<file path="src/rtl/multi_channel_edge_filter.sv">
// N-channel debounced edge detector with per-channel edge mode, sticky flags and maskable irq.
// Define EDGE_FILTER_SYNC_EN to add a 2-flop synchroniser ahead of each channel's filter.
module multi_channel_edge_filter #(
  parameter int CHANNELS   = 4,
  parameter int FILTER_LEN = 4
) (
  input  logic                  clk,
  input  logic                  reset_n,
  input  logic [CHANNELS-1:0]   in,
  input  logic [2*CHANNELS-1:0] mode,
  input  logic [CHANNELS-1:0]   clear,
  input  logic [CHANNELS-1:0]   irq_mask,
  output logic [CHANNELS-1:0]   level,
  output logic [CHANNELS-1:0]   pulse,
  output logic [CHANNELS-1:0]   flag,
  output logic [CHANNELS-1:0]   overrun,
  output logic                  irq
);

  localparam int CNT_W = $clog2(FILTER_LEN + 1);
  localparam logic [CNT_W-1:0] CNT_LAST = CNT_W'(FILTER_LEN - 1);

  logic [CHANNELS-1:0] samp;

`ifdef EDGE_FILTER_SYNC_EN
  logic [CHANNELS-1:0] sync1_q;
  logic [CHANNELS-1:0] sync2_q;

  always_ff @(posedge clk) begin
    if (!reset_n) begin
      sync1_q <= '0;
      sync2_q <= '0;
    end else begin
      sync1_q <= in;
      sync2_q <= sync1_q;
    end
  end

  assign samp = sync2_q;
`else
  assign samp = in;
`endif

  logic [CHANNELS-1:0][CNT_W-1:0] cnt_q, cnt_d;
  logic [CHANNELS-1:0] level_q, level_d;
  logic [CHANNELS-1:0] pulse_q, pulse_d;
  logic [CHANNELS-1:0] flag_q, flag_d;
  logic [CHANNELS-1:0] ovr_q, ovr_d;

  always_comb begin
    cnt_d   = '0;
    level_d = level_q;
    pulse_d = '0;
    flag_d  = flag_q;
    ovr_d   = ovr_q;
    for (int i = 0; i < CHANNELS; i++) begin
      if (samp[i] != level_q[i]) begin
        if (cnt_q[i] == CNT_LAST) begin
          level_d[i] = samp[i];
          // bit 0 enables rising edges, bit 1 falling edges
          pulse_d[i] = samp[i] ? mode[2*i] : mode[2*i+1];
        end else begin
          cnt_d[i] = cnt_q[i] + 1'b1;
        end
      end

      // a new event beats a simultaneous clear and leaves overrun as it was
      if (pulse_q[i] && clear[i]) begin
        flag_d[i] = 1'b1;
      end else if (pulse_q[i]) begin
        ovr_d[i]  = ovr_q[i] | flag_q[i];
        flag_d[i] = 1'b1;
      end else if (clear[i]) begin
        flag_d[i] = 1'b0;
        ovr_d[i]  = 1'b0;
      end
    end
  end

  always_ff @(posedge clk) begin
    if (!reset_n) begin
      cnt_q   <= '0;
      level_q <= '0;
      pulse_q <= '0;
      flag_q  <= '0;
      ovr_q   <= '0;
    end else begin
      cnt_q   <= cnt_d;
      level_q <= level_d;
      pulse_q <= pulse_d;
      flag_q  <= flag_d;
      ovr_q   <= ovr_d;
    end
  end

  assign level   = level_q;
  assign pulse   = pulse_q;
  assign flag    = flag_q;
  assign overrun = ovr_q;
  assign irq     = |(flag_q & irq_mask);

endmodule

</file>
<file path="config.mk">
export PLATFORM = sky130hd
export DESIGN_NAME = multi_channel_edge_filter
export DESIGN_NICKNAME = d
export VERILOG_FILES = /design/src/rtl/multi_channel_edge_filter.sv
export SDC_FILE = /design/constraint.sdc
export NUM_CORES = 1
export LEC_CHECK = 0
export ABC_AREA = 1
export BUFFER_PORTS_ARGS = -buffer_cell sky130_fd_sc_hd__buf_2
export CELL_PAD_IN_SITES_DETAIL_PLACEMENT = 0
export CELL_PAD_IN_SITES_GLOBAL_PLACEMENT = 1
export CORE_MARGIN = 8
export CORE_UTILIZATION = 26
export CTS_CLUSTER_SIZE = 16
export DETAILED_ROUTE_END_ITERATION = 6
export PLACE_DENSITY = 0.59
export SLEW_MARGIN = 20
export SYNTH_ARGS = -nofsm -noshare
export SYNTH_HDL_FRONTEND = slang
export SYNTH_SLANG_ARGS = --single-unit
</file>
<file path="constraint.sdc">
create_clock -name clk -period 2.4 [get_ports clk]
set_input_delay 0.24 -clock clk [delete_from_list [all_inputs] [get_ports clk]]
set_output_delay 0.24 -clock clk [all_outputs]
set_load 0.02 [all_outputs]
</file>
==> reports/metrics.cfg <==
[outcome]
status=completed

[detailed_routing]
detail_route.wirelength_microns=2510
drt-initial-drc-count=24
routedWlPerCell_microns=9.06
num_vias=1079
dr.pass1.iters=3
ant_nets=0
vias_per_cell=3.90
remaining_drc_errors=0

[clocking]
clock-sinks=28
cts_max_level=1
clkTransAtPathRegs_ps=90
cts_made_buffers=3
ctsResizeCount=0
root_buffer=clkbuf_8
clockBufferDepth=2
insertion_delay_ps=270
cts_tree=done
postCtsSetupBuffers=0
holdBufCountCts=0

[die]
ios=39
die_h_microns=88.8
start_util_pct=26.9
fp.coreArea_sq_um=5110
die_x_microns=88.8
rows=26
dieArea_sq_um=7880

[timing]
period_minus_slack_ps=1210
setup_viol=0
final-hold-violation-count=0
skew_ps=1.75
hold_slack_ps=254
finalSetupTns_ps=0
slew_headroom_pct=66.6
rsz0062_at_grt=false
timing.final.max_slew_violations=0
tightest_slew_ps=502
fmax_ghz=0.825
post-route-period-util_pct=50.5

[critical_path]
critPathLaunchType=flop
cp_cell_sequence=nand2_1 -> nand4_1 -> buf_2
path_buf_inv=1
cpPeakStageDelay_ps=390
worstPathArrival_ps=970
crit_family=flip-flops
slowest_stage=dfxtp_1
endpoint_kind=output port
worstSetupPathType=flop to output port
required_ps=2160
critPathMaxFanout=4

[global_route]
antenna_found_initial=0
track_usage_pct=6.75
grt_max_degree=21
grt_pass1_wl_microns=4210
grt_pass1_vias=1005
grt_overflow=0

[power_and_ir_drop]
p_per_area_nw_per_um2=520
p_leak_uw=0.000806
ir_drop_mv=0.276

[placement]
place_congestion=0.674
dp_hpwl_microns=2010
portBuffers=38

[synthesis]
synthCells=167
ys_seq_area_share_pct=40.7
synth.net_count=205
synth_warnings=0
synth_top_area_share_pct=40.7
synth_seq_cells=28
yosys.area.top_type=dfxtp_1
synth_area_sq_um=1380
synth_area_leaders=dfxtp_1 (41%), ha_1 (15%), nand2_1 (8.7%), inv_1 (6.5%), nand4_4 (6.2%)
synth.avg_cell_area_sq_um=8.24
ys_types=16

[run]
cap_viol_max_count=0

[layout]
area_growth_pct=22.8
finish.utilization_pct=33.1
register_area_sq_um=561
drive_gt1_share_pct=33.8
diodes=0
nets=246
nFillCells=578
multi_input_area_sq_um=677

[hold_path]
hold_class=primary input to flop

[per-layer routing]
layer  vias up  wire length [microns]  GRT usage (%)
met3         2                    171           2.41
li1        594                      -              -
met1       463                   1140           7.75
met4         0                     40           2.76
met2        20                   1160           11.1
met5         -                      0              0
[worst min-delay path, cell delays in order]
cell	delay, ps
buf_2	120
inv_2	70
a21oi_1	60
[report_power, final]
| group | internal, uW | total (uW) | switching (uW) |
|---|---|---|---|
| Clock | 147 | 287 | 141 |
| Combinational | 45.6 | 107 | 61.3 |
| Sequential | 477 | 485 | 8.44 |
[kinds of logic after synthesis]
logic type               synth area share (%)
adder cells (fa/ha/maj)                  14.5
AO/OA/AOI/OAI                            5.82
buffers and inverters                    10.1
AND/OR/NAND/NOR                          28.8
flip-flops                               40.7
[worst paths after layout]
path / depth (start not counted) / from / slack [ps] / end
hold / removal: 3 / in[2] / 250 / level[2]
setup / recovery: 3 / flag[1] / 1190 / irq
hold reg to reg: 1 / cnt_q[6] / 430 / cnt_q[6]
setup reg to reg: 5 / cnt_q[3] / 1280 / cnt_q[4]
[Yosys cell counts]
master   count
buf_4        1
inv_1       24
nand2_1     32
a21oi_1      8
buf_6        1
nand2_2      4
nor2_2      12
o21ai_1      8
ha_1        16
nand3_1      4
nor2_1      12
dfxtp_1     28
inv_2        8
nand4_1      1
nand4_4      4
nor3_1       4
[registers in the layout, summed over array words and instances, names as in the netlist]
name and flops:
pulse 4, level 4, overrun 4, cnt_q 12
flag 4
[cell type report]
type / instances / area share, %
well taps: 70 / 5.18
repair buffers: 38 / 11.3
clock buffers: 4 / 3.26
flip-flops and latches: 28 / 33.2
inverters: 32 / 7.11
multi-input cells: 105 / 40.0
[placed cells by master, fill, tap and decap left out, drive strengths merged]
cell type,netlist,routed
nand4,5,5
nand3,4,4
nand2,36,36
ha,16,16
buf,2,38
o21ai,8,8
clkbuf,0,4
nor3,4,4
nor2,24,24
inv,32,32
a21oi,8,8
dfxtp,28,28
[per-stage QoR]
| stage | setup WS, ps | cells | total power (uW) | area [sq um] |
|---|---|---|---|---|
| 3_3_place_gp | 1300 | 273 | 606 | 1640 |
| 4_1_cts | 1150 | 277 | 905 | 1690 |
| 5_1_grt | 1110 | 277 | 932 | 1690 |
| 2_1_floorplan | 1290 | 167 | 570 | 1380 |
| 6_report | 1190 | 277 | 879 | 1690 |
| 3_5_place_dp | 1290 | 273 | 605 | 1640 |
(Power assumes the default switching activity.)
